<file path="src/rtl/puf_rng_packer.sv">
// rtl/puf_rng_packer.sv - packs raw PUF samples into whitened RNG words with a repetition-count health test
//
// Ports:
//   clk, rst      rising-edge clock, synchronous active-high reset
//   enable, mode  packing runs only when enable=1 and mode=0 (rng)
//   bit_done      level from the PUF; a rising edge marks a new sample
//   bit_data      raw IN_W-bit sample
//   whiten        OUT_W-bit XOR key applied to each completed word
//   es_rng_req    gates presentation of the held word
//   rng_ack       consumer accepts the presented word
//   alert_clr     clears the sticky health alert
//   rng_data      presented word (zero when not valid)
//   rng_valid     word available
//   rct_alert     sticky repetition-count failure
//   drop_cnt      saturating count of words lost to a full output register
//
// Legal parameters: OUT_W a multiple of IN_W, OUT_W >= 2*IN_W, RCT_CUT >= 2.

module puf_rng_packer #(
  parameter int IN_W    = 2,
  parameter int OUT_W   = 4,
  parameter int RCT_CUT = 8
) (
  input  logic             clk,
  input  logic             rst,
  input  logic             enable,
  input  logic             mode,
  input  logic             bit_done,
  input  logic [IN_W-1:0]  bit_data,
  input  logic [OUT_W-1:0] whiten,
  input  logic             es_rng_req,
  input  logic             rng_ack,
  input  logic             alert_clr,
  output logic [OUT_W-1:0] rng_data,
  output logic             rng_valid,
  output logic             rct_alert,
  output logic [7:0]       drop_cnt
);

  localparam int K      = OUT_W / IN_W;
  localparam int FCNT_W = (K > 1) ? $clog2(K) : 1;
  localparam int REP_W  = $clog2(RCT_CUT + 1);
  localparam logic [FCNT_W-1:0] FCNT_LAST = FCNT_W'(K - 1);
  localparam logic [REP_W-1:0]  REP_MAX   = REP_W'(RCT_CUT);

  logic              bit_done_dly_q, bit_done_dly_d;
  logic [FCNT_W-1:0] fcnt_q, fcnt_d;
  logic [OUT_W-1:0]  acc_q, acc_d;
  logic [OUT_W-1:0]  out_q, out_d;
  logic              out_full_q, out_full_d;
  logic [REP_W-1:0]  rep_cnt_q, rep_cnt_d;
  logic [IN_W-1:0]   last_q, last_d;
  logic              alert_q, alert_d;
  logic [7:0]        drop_cnt_q, drop_cnt_d;

  logic              strobe;
  logic              final_strobe;
  logic              ack_acc;
  logic [OUT_W-1:0]  shifted;
  logic [OUT_W-1:0]  word;

  assign rng_valid = out_full_q & es_rng_req;
  assign rng_data  = rng_valid ? out_q : '0;
  assign rct_alert = alert_q;
  assign drop_cnt  = drop_cnt_q;

  always_comb begin
    bit_done_dly_d = bit_done;
    fcnt_d         = fcnt_q;
    acc_d          = acc_q;
    out_d          = out_q;
    out_full_d     = out_full_q;
    rep_cnt_d      = rep_cnt_q;
    last_d         = last_q;
    alert_d        = alert_q;
    drop_cnt_d     = drop_cnt_q;

    strobe       = bit_done & ~bit_done_dly_q & enable & ~mode;
    final_strobe = strobe && (fcnt_q == FCNT_LAST);
    ack_acc      = rng_ack & rng_valid;
    shifted      = {acc_q[OUT_W-IN_W-1:0], bit_data};
    word         = shifted ^ whiten;

    // Fill state is only meaningful while actively packing.
    if (!enable || mode) begin
      fcnt_d = '0;
      acc_d  = '0;
    end else if (strobe) begin
      if (final_strobe) begin
        fcnt_d = '0;
        acc_d  = '0;
      end else begin
        fcnt_d = fcnt_q + 1'b1;
        acc_d  = shifted;
      end
    end

    if (ack_acc) begin
      out_full_d = 1'b0;
    end

    // A word completed during an alert is silently discarded; otherwise it
    // either lands in the output register (empty, or freed by a same-cycle
    // ack) or is counted as dropped.
    if (final_strobe && !alert_q) begin
      if (!out_full_q || ack_acc) begin
        out_d      = word;
        out_full_d = 1'b1;
      end else if (drop_cnt_q != 8'hff) begin
        drop_cnt_d = drop_cnt_q + 1'b1;
      end
    end

    // After reset or alert_clr rep_cnt is 0, so the next strobe yields 1
    // whether or not it matches the remembered sample.
    if (strobe) begin
      last_d = bit_data;
      if (bit_data == last_q) begin
        rep_cnt_d = (rep_cnt_q == REP_MAX) ? REP_MAX : rep_cnt_q + 1'b1;
      end else begin
        rep_cnt_d = REP_W'(1);
      end
    end

    // Clear beats a same-cycle set.
    if (alert_clr) begin
      rep_cnt_d = '0;
      alert_d   = 1'b0;
    end else if (rep_cnt_d == REP_MAX) begin
      alert_d = 1'b1;
    end
  end

  always_ff @(posedge clk) begin
    if (rst) begin
      bit_done_dly_q <= 1'b0;
      fcnt_q         <= '0;
      acc_q          <= '0;
      out_q          <= '0;
      out_full_q     <= 1'b0;
      rep_cnt_q      <= '0;
      last_q         <= '0;
      alert_q        <= 1'b0;
      drop_cnt_q     <= '0;
    end else begin
      bit_done_dly_q <= bit_done_dly_d;
      fcnt_q         <= fcnt_d;
      acc_q          <= acc_d;
      out_q          <= out_d;
      out_full_q     <= out_full_d;
      rep_cnt_q      <= rep_cnt_d;
      last_q         <= last_d;
      alert_q        <= alert_d;
      drop_cnt_q     <= drop_cnt_d;
    end
  end

endmodule

</file>
<file path="config.mk">
export PLATFORM = sky130hd
export DESIGN_NAME = puf_rng_packer
export DESIGN_NICKNAME = d
export VERILOG_FILES = /design/src/rtl/puf_rng_packer.sv
export SDC_FILE = /design/constraint.sdc
export NUM_CORES = 1
export LEC_CHECK = 0
export BUFFER_PORTS_ARGS = -buffer_cell sky130_fd_sc_hd__buf_2
export CORE_ASPECT_RATIO = 1.5
export CORE_MARGIN = 3
export CORE_UTILIZATION = 30
export DETAILED_ROUTE_END_ITERATION = 8
export GPL_ROUTABILITY_DRIVEN = 0
export PLACE_DENSITY = 0.55
export SLEW_MARGIN = 20
export SYNTH_ARGS = -nofsm -noshare
export SYNTH_HDL_FRONTEND = slang
export SYNTH_SLANG_ARGS = --single-unit
</file>
<file path="constraint.sdc">
create_clock -name clk -period 1.5 [get_ports clk]
set_clock_uncertainty 0.2 [all_clocks]
set_input_delay 0.15 -clock clk [delete_from_list [all_inputs] [get_ports clk]]
set_output_delay 0.15 -clock clk [all_outputs]
set_load 0.005 [all_outputs]
</file>
# ---- Yosys cells after proc, flatten, opt, wreduce, memory -nomap -nowiden
# Cells that the tools add are included.
dict set report totals {
  ff_bits 24
  output_inout_bits 14
  elab_cells 45
}
dict set report op_classes {
  reduce_logical 11
  muxes 9
  addsub 3
  bitwise_logic 9
  eq_ne 4
}
# cell n
set op_table {}
lappend op_table {{4-bit 2-to-1 mux} 4}
lappend op_table {{8-bit by 1-bit adder with 8-bit output, second input constant} 1}
lappend op_table {{4-bit equality test, second input constant} 2}
lappend op_table {{8-bit inequality test, second input constant} 1}
lappend op_table {{1-bit bitwise AND} 5}
lappend op_table {{4-bit by 1-bit adder with 4-bit output, second input constant} 1}
lappend op_table {{1-bit 2-to-1 mux} 4}
lappend op_table {{2-bit OR reduction} 2}
lappend op_table {{4-bit XOR} 1}
lappend op_table {{1-bit logical NOT} 3}
lappend op_table {{1-bit NOT} 3}
lappend op_table {{3-bit AND reduction} 1}
lappend op_table {{2-bit equality test} 1}
lappend op_table {{1-bit logical AND} 2}
lappend op_table {{1-bit logical OR} 2}
lappend op_table {{2-bit 2-to-1 mux} 1}
lappend op_table {{2-bit AND reduction} 1}
lappend op_table {{1-bit adder, second input constant} 1}

# ---- Logic depth before layout (Yosys ltp)
# Gate-level depths: netlist (run 1).
dict set report depth {
  depth_word 7
  ltp_mapped 6
  ltp_nobuf 6
}

# ---- Worst setup path before layout (run 1)
# OpenSTA, ideal clock, no wires.
dict set report synth_path {
  path_type {register to register}
  startpoint {reg drop_cnt_q[0] (netlist: drop_cnt[0])}
  endpoint {reg drop_cnt_q[5] (netlist: drop_cnt[5])}
  path_stages_with_launch 6
  n_path_buf 1
  setup_time_ns 0.070
  path_slack_ns -0.198
  required_ns 1.230
  arrival_time_ns 1.427
  period_less_slack_ns 1.698
  path_cell_list {dfxtp_1 ha_1 and4_4 buf_6 or4_1 a21oi_1}
}
dict set report synth_between {
  elab_chain_cells 2
  word_cells_on_any_way 3
  cone_classes {add/sub (1); eq/ne (1); reduce/logical (1)}
}
# item line
set synth_rtl {}
lappend synth_rtl {{from (decl)} 54} ;# logic [7:0] drop_cnt_q, drop_cnt_d;
lappend synth_rtl {{from (signal assigned)} 154} ;# drop_cnt_q <= drop_cnt_d;
lappend synth_rtl {{parallel branches: the longest is 2 deep, another holds 8-bit by 1-bit adder with 8-bit output} n/a}
# Several ways; the timed one is not identified.
# A chain may end at the register's enable or synchronous reset.

# ---- Worst setup path after layout (run 1)
dict set report layout_path {
  startpoint {reg bit_done_dly_q}
  endpoint {reg drop_cnt_q[4] (netlist: drop_cnt[4])}
}
dict set report layout_between {
  elab_chain_cells 7
}
# item line
set layout_rtl {}
lappend layout_rtl {{from (decl)} 46} ;# logic bit_done_dly_q, bit_done_dly_d;
lappend layout_rtl {{from (signal assigned)} 146} ;# bit_done_dly_q <= bit_done_dly_d;
lappend layout_rtl {{1-bit NOT} 78} ;# strobe = bit_done & ~bit_done_dly_q & enable & ~mode;
lappend layout_rtl {{1-bit bitwise AND (3 in series)} 78}
lappend layout_rtl {{1-bit logical AND} 79} ;# final_strobe = strobe && (fcnt_q == FCNT_LAST);
lappend layout_rtl {{1-bit logical AND} 105} ;# if (final_strobe && !alert_q) begin
lappend layout_rtl {{3-bit AND reduction (no line)} n/a}
# No other way between the ends.

==> results of run 1 <==
## metrics by stage
step | setup TNS [ns] | utilization [%]
floorplan | -0.3975 | -
global placement | -1.666 | 42.23
detailed placement | -2.082 | 42.23
CTS | -2.037 | 48.09
global route | -3.119 | 51.44
finish | -1.907 | 51.44
## Yosys cell counts
| library cell | count |
|---|---|
| o311ai_0 | 1 |
| a21oi_1 | 13 |
| nor2b_1 | 2 |
| and4bb_2 | 1 |
| o41ai_1 | 1 |
| o21ai_0 | 3 |
| inv_1 | 4 |
| and2_1 | 2 |
| dfxtp_1 | 24 |
| and4_4 | 2 |
| nand3b_1 | 5 |
| or4_1 | 3 |
| clkbuf_2 | 2 |
| nand4bb_1 | 1 |
| or3_1 | 3 |
| nor3b_2 | 1 |
| clkbuf_1 | 3 |
| buf_2 | 1 |
| a2111oi_2 | 1 |
| or2_2 | 1 |
| xnor2_1 | 7 |
| and3_2 | 2 |
| nor2_1 | 10 |
| and3_1 | 4 |
| nand4_1 | 3 |
| a211oi_1 | 5 |
| nor3_1 | 1 |
| o2bb2ai_1 | 1 |
| nand2_1 | 11 |
| xor2_1 | 2 |
| o211ai_1 | 1 |
| nor4_1 | 1 |
| ha_1 | 3 |
| buf_6 | 1 |
| nor4b_1 | 1 |
| o31ai_1 | 6 |
| a21boi_4 | 1 |
| and2b_1 | 1 |
| nand3_1 | 4 |
| nand3_4 | 1 |
| or3b_1 | 2 |
## layout by cell type (no fill, tap or decap), types with 2 or more instances in the layout
| cell type | instances |
|---|---|
| nand3b_1 | 5 |
| and2_1 | 2 |
| or3_1 | 3 |
| o21ai_0 | 2 |
| or4_1 | 2 |
| nor2b_1 | 2 |
| a211oi_2 | 4 |
| inv_1 | 2 |
| nand2_1 | 9 |
| inv_2 | 2 |
| xnor2_1 | 7 |
| clkbuf_8 | 3 |
| and4_4 | 2 |
| o31ai_2 | 2 |
| and3_1 | 4 |
| dfxtp_1 | 16 |
| dfxtp_2 | 8 |
| nor2_2 | 2 |
| buf_2 | 27 |
| a21oi_2 | 2 |
| nand4_1 | 3 |
| a21oi_1 | 11 |
| dlygate4sd3_1 | 5 |
| nor2_1 | 7 |
| xor2_4 | 2 |
| buf_4 | 33 |
| buf_6 | 6 |
| nand3_1 | 3 |
| and3_2 | 2 |
| o31ai_1 | 4 |
| or3b_1 | 2 |
## worst max-delay path by stage
stage | startpoint | end | slack (ns) | cells past startpoint
6_report | bit_done_dly_q | drop_cnt[4] | -0.19 | 4
5_1_grt | bit_done_dly_q | out_q[0] | -0.27 | 7
4_1_cts | bit_done_dly_q | out_q[3] | -0.20 | 7
3_5_place_dp | bit_done_dly_q | drop_cnt[3] | -0.22 | 4
3_3_place_gp | bit_done_dly_q | drop_cnt[3] | -0.18 | 4
2_1_floorplan | bit_done_dly_q | drop_cnt[3] | -0.12 | 4
## sequential cells by signal, summed over array words and instances, names as in the netlist
signal          count
acc_q               2
bit_done_dly_q      1
drop_cnt            8
fcnt_q              1
last_q              2
out_full_q          1
out_q               4
rct_alert           1
rep_cnt_q           4
## repair_timing
action                                  in CTS  in global routing
endpoints found under the hold margin        5                  0
pin swaps                                    8                 12
endpoints found under the setup margin      17                 18
cloned                                       0                  0
resized for setup                           14                 29
buffers inserted                             6                  1
hold buffers                                 5                  0
## layer usage
| layer | up-vias | GRT usage (%) | part of all wire (%) |
|---|---|---|---|
| met3 | 9 | 2.410 | 4.4 |
| met4 | 0 | 7.423 | 2.1 |
| li1 | 657 | - | - |
| met5 | - | 0 | 0 |
| met2 | 32 | 26.46 | 54 |
| met1 | 627 | 15.60 | 40 |
## report_power, final
group          total (W)  switching [W]  internal [W]  leakage (nW)
registers       0.000647     0.00000470      0.000642         0.198
clock network   0.000579       0.000222      0.000357        0.0357
logic           0.000155      0.0000781     0.0000772         0.596
## cell type report
type                            instances  area (um2)
Fill cell                             376        1939
Multi-Input combinational cell        107       920.9
Timing Repair Buffer                   71       500.5
Sequential cell                        24       490.5
Tap cell                               45       56.30
Clock buffer                            3       41.29
Clock inverter                          1       30.03
Inverter                                4       15.01
## logic make-up after synthesis
| logic type | count (synthesis) | share of synthesized area, % |
|---|---|---|
| AOI/OAI and AO/OA | 33 | 18.15 |
| xor gates and xnor gates | 9 | 6.213 |
| adders and majority gates | 3 | 2.959 |
| buffers and inverters | 11 | 4.141 |
| DFF | 24 | 37.87 |
| and+or+nand+nor | 62 | 30.67 |
## worst max-delay path, cell delays in order, from the launching register on
cell	delay (ns)
dfxtp_2	0.33
and4bb_2	0.33
nand4_1	0.17
or4_1	0.44
a21oi_1	0.14
==> flow_summary.toml, run 1 <==
[synthesis]
synth.cell_area_mm2 = 0.001269
postSynthCellCount = 142
yosysTopAreaCell = "dfxtp_1"
yosys-top-cells-area = "dfxtp_1 38%, a21oi_1 5.1%, xnor2_1 4.8%, o31ai_1 3.6%, nand2_1 3.3%"
synth-seq-cells = 24
synth_top_area_share_pct = 37.87
yosys_warnings = 0
seq_area_frac_synth_pct = 37.87
synth_cell_types = 41
avgSynthCellArea_um2 = 8.935
syn_nets = 159

[drt]
first_pass_iters = 4
remaining_drc_errors = 0
wire_per_inst_um = 13.87
wirelength_mm = 3.536
vias = 1325
ant_nets = 0
drt_iter0_drc = 25
routed_via_density = 5.196

[grt]
gr-total-overflow = 0
grt_pass1_vias = 1305
grt.total_usage_pct = 14.59
grt_max_degree = 19
grt_pass1_wl_mm = 5.685
antenna_found_initial = 0

[sta]
whs_ns = 0.01696
slew_headroom_pct = 81.13
tightest_slew_ns = 0.2825
period_minus_slack_ns = 1.689
final-hold-violation-count = 0
slew_viol_final = 0
post-route-period-util_pct = 112.6
setup_ws_ns = -0.1894
rsz0062_at_grt = "yes"
setup_viol = 16
clock.fmax_ghz = 0.5919

[clocking]
numCtsBuffers = 3
path_clk_slew_ns = 0.09
root_buffer = "clkbuf_8"
h-tree-depth = 1
cts_tree = "yes"
clk_latency_ns = 0.27
cts_sinks = 24
cts_buffer_depth = 2

[min_path]
hold_start = "mode"
hold_path_end = "acc_q[0]"
hp-class = "input port to register"
hold_depth = 3

[floorplanning]
dieArea_mm2 = 0.005061
rows = 28
ioPinCount = 28
initial_core_util_pct = 31.77
die_x_um = 59.10
dieHeight_um = 85.65
core_area_mm2 = 0.003994

[job]
max_cap_viol_count = 0

[power_and_ir_drop]
finalPower_w = 0.001381
powerDensity_mw_per_mm2 = 672.4
peakVddDrop_mv = 0.3955
power_leakage_nw = 0.8298

[cells_and_area]
final_cell_count_no_fill = 255
diodes = 0
nets = 228
area_growth_pct = 61.93
drive_gt1_share_pct = 54.29
final_area_mm2 = 0.002054

[setup_path]
crit_required_ns = 1.50
crit_arrival_ns = 1.69
r2r_slack_ns = -0.19
r2r_end = "drop_cnt[4]"
rr_startpoint = "bit_done_dly_q"
cp_max_fo = 4
cp-end-kind = "register"
worst-setup-path-type = "register to register"
startpoint_type = "register"
r2r_cells = 4

[run_status]
status = "finished, violations left"
violations = "negative setup slack"

[placement]
dp_hpwl_mm = 2.543
port_buffers = 27
dp.cells = 241
placed_area_mm2 = 0.001687
place_ws_ns = -0.2198
(Power assumes the default switching activity.)
==> run 2: changes to the inputs <==
BUFFER_PORTS_ARGS = not set   (was -buffer_cell sky130_fd_sc_hd__buf_2)
DONT_BUFFER_PORTS = 1   (was not set)
PLACE_DENSITY = 0.49   (was 0.55)
==> run 2 against run 1 <==
Against the previous run: the run ends with negative hold slack, negative setup slack left; cell area is 8.0% lower; sequential share of layout area rose by 2.0 points; sequential cell count unchanged; clock power shrank 2%; worst setup slack got worse by 0.032 ns; count of clock-buffer cells in the layout unchanged; critical path type unchanged.
==> flow_summary.toml, run 2 (synthesis gave the netlist of run 1 again) <==
[power_and_ir_drop]
power.share.switching_pct = 19.67
peakVddDrop_mv = 0.3902
comb_power_share_pct = 7.9
powerDensity_mw_per_mm2 = 696.1
p_sw_w = 0.0002587
seqPwrFrac_pct = 49.1
clock_power_share_pct = 43.0
power_leakage_nw = 0.6925
finalPower_w = 0.001315
intPower_w = 0.001056

[drt]
wl_met1_mm = 1.369
dr_wl_met2_mm = 1.846
wirelength_mm = 3.476
routed_via_density = 5.270
highest_layer = "met4"
first_pass_iters = 4
wl_met3_um = 186
remaining_drc_errors = 0
drt_iter0_drc = 30
wire_per_inst_um = 15.11
vias = 1212
ant_nets = 0

[setup_path]
cp_max_fo = 4
cp-end-kind = "register"
startpoint_type = "register"
slowest_delay_ns = 0.44
crit_arrival_ns = 1.72
path_cells = "and4bb_2 -> nand4_1 -> or4_1 -> a21oi_1"
crit_required_ns = 1.50
r2r_cells = 4
rr_startpoint = "bit_done_dly_q"
r2r_slack_ns = -0.22
cp_slowest_cell = "or4_1"
r2r_end = "drop_cnt[4]"
worst-setup-path-type = "register to register"

[cells_and_area]
post-route-util_pct = 47.31
final_cell_count_no_fill = 230
largest_reg_flops = 8
nets = 203
fillers = 406
final_common_cell = "buf_4"
drive_gt1_share_pct = 44.86
regArea_um2 = 489.2
diodes = 0
area_growth_pct = 48.92
multi_input_area_um2 = 882.1
final_cell_mix = "35 x buf_4, 17 x dfxtp_1, 11 x nand2_1, 9 x nor2_1, 9 x dlygate4sd3_1"

[clocking]
clk_latency_ns = 0.27
h-tree-depth = 1
numCtsBuffers = 3
hold_buffers = 9
root_buffer = "clkbuf_8"
cts_buffer_depth = 2
cts_tree = "yes"
cts_sinks = 24
path_clk_slew_ns = 0.09

[sta]
setup_viol = 15
clock.fmax_ghz = 0.5811
whs_ns = -0.2654
final-hold-violation-count = 17
rsz0062_at_grt = "yes"
period_minus_slack_ns = 1.721
slew_viol_final = 0
setup_ws_ns = -0.2210
tightest_slew_ns = 0.3719
post-route-period-util_pct = 114.7
slew_headroom_pct = 75.19
timing.setup.tns_ns = -2.146

[placement]
dp_hpwl_mm = 2.382
dp.cells = 210
port_buffers = 0
place_ws_ns = -0.2390

[floorplanning]
rows = 28
core_area_mm2 = 0.003994
initial_core_util_pct = 31.77
dieArea_mm2 = 0.005061
dieHeight_um = 85.65
ioPinCount = 28
die_x_um = 59.10

[grt]
grt.total_usage_pct = 14.35
grt_pass1_wl_mm = 5.644
grt_max_degree = 21
gr-total-overflow = 0
grt_pass1_vias = 1276
antenna_found_initial = 0

[min_path]
hp-class = "input port to register"
hold_start = "rst"
hold_path_end = "drop_cnt[1]"
hold_depth = 1

[run_status]
violations = "negative hold slack, negative setup slack"
status = "finished, violations left"

[job]
max_cap_viol_count = 0
-- run 2: cell count changes in the layout (fill, tap and decap cells not counted), moves of 3 or more --
cell,previous run,this run
buf_6,6,2
a21oi_2,2,5
buf_2,27,0
dlygate4sd3_1,5,9
a21oi_1,11,8
-- run 2: power by group through the flow --
| stage | Combinational (W) | Clock, W | Sequential, W |
|---|---|---|---|
| finish | 0.000104 | 0.000566 | 0.000645 |
| global route | 0.000113 | 0.000608 | 0.000646 |
| CTS | 0.0000961 | 0.000589 | 0.000645 |
| detailed placement | 0.0000641 | 0 | 0.000660 |
| global placement | 0.0000634 | 0 | 0.000659 |
| floorplan | 0.0000578 | 0 | 0.000660 |
-- run 2: critical path, delay by kind of cell (launching register included) --
| kind | cells | cell delay (ns) |
|---|---|---|
| and+or+nand+nor | 3 | 0.98 |
| DFF | 1 | 0.33 |
| AOI/OAI and AO/OA | 1 | 0.15 |
-- run 2: layout make-up --
type,instances,area share (%)
multi-input cells,107,46.69
flip-flops and latches,24,25.89
repair buffers,46,19.87
well taps,45,2.980
clock buffers,3,2.185
clock inverters,1,1.589
inverters,4,0.7947
-- run 2: through the flow --
stage / cell area (um2) / hold slack (ns)
global route: 1889 / -0.2914
finish: 1889 / -0.2654
global placement: 1521 / 0.01464
detailed placement: 1521 / 0.01808
floorplan: 1279 / 0.07818
CTS: 1787 / -0.2775
-- run 2: worst max path at each step --
stage,start,cells after the start,to,slack (ns)
3_5_place_dp,bit_done_dly_q,4,drop_cnt[5],-0.24
2_1_floorplan,bit_done_dly_q,4,drop_cnt[3],-0.12
6_report,bit_done_dly_q,4,drop_cnt[4],-0.22
3_3_place_gp,bit_done_dly_q,4,drop_cnt[5],-0.17
4_1_cts,bit_done_dly_q,4,drop_cnt[4],-0.21
5_1_grt,bit_done_dly_q,4,drop_cnt[4],-0.32
-- run 2: repair_timing --
item                                    in CTS  in global routing
hold endpoints to repair                    23                 17
resized for setup                           12                 20
cloned                                       0                  0
endpoints found under the setup margin      17                 17
pin swaps                                   12                  7
buffers inserted                             8                  1
-- run 2: metal layers --
layer  GRT usage [%]  vias to the layer above
li1                -                      602
met1           15.77                      575
met2           25.65                       28
met3           3.012                        7
met4           6.186                        0
met5               0                        -
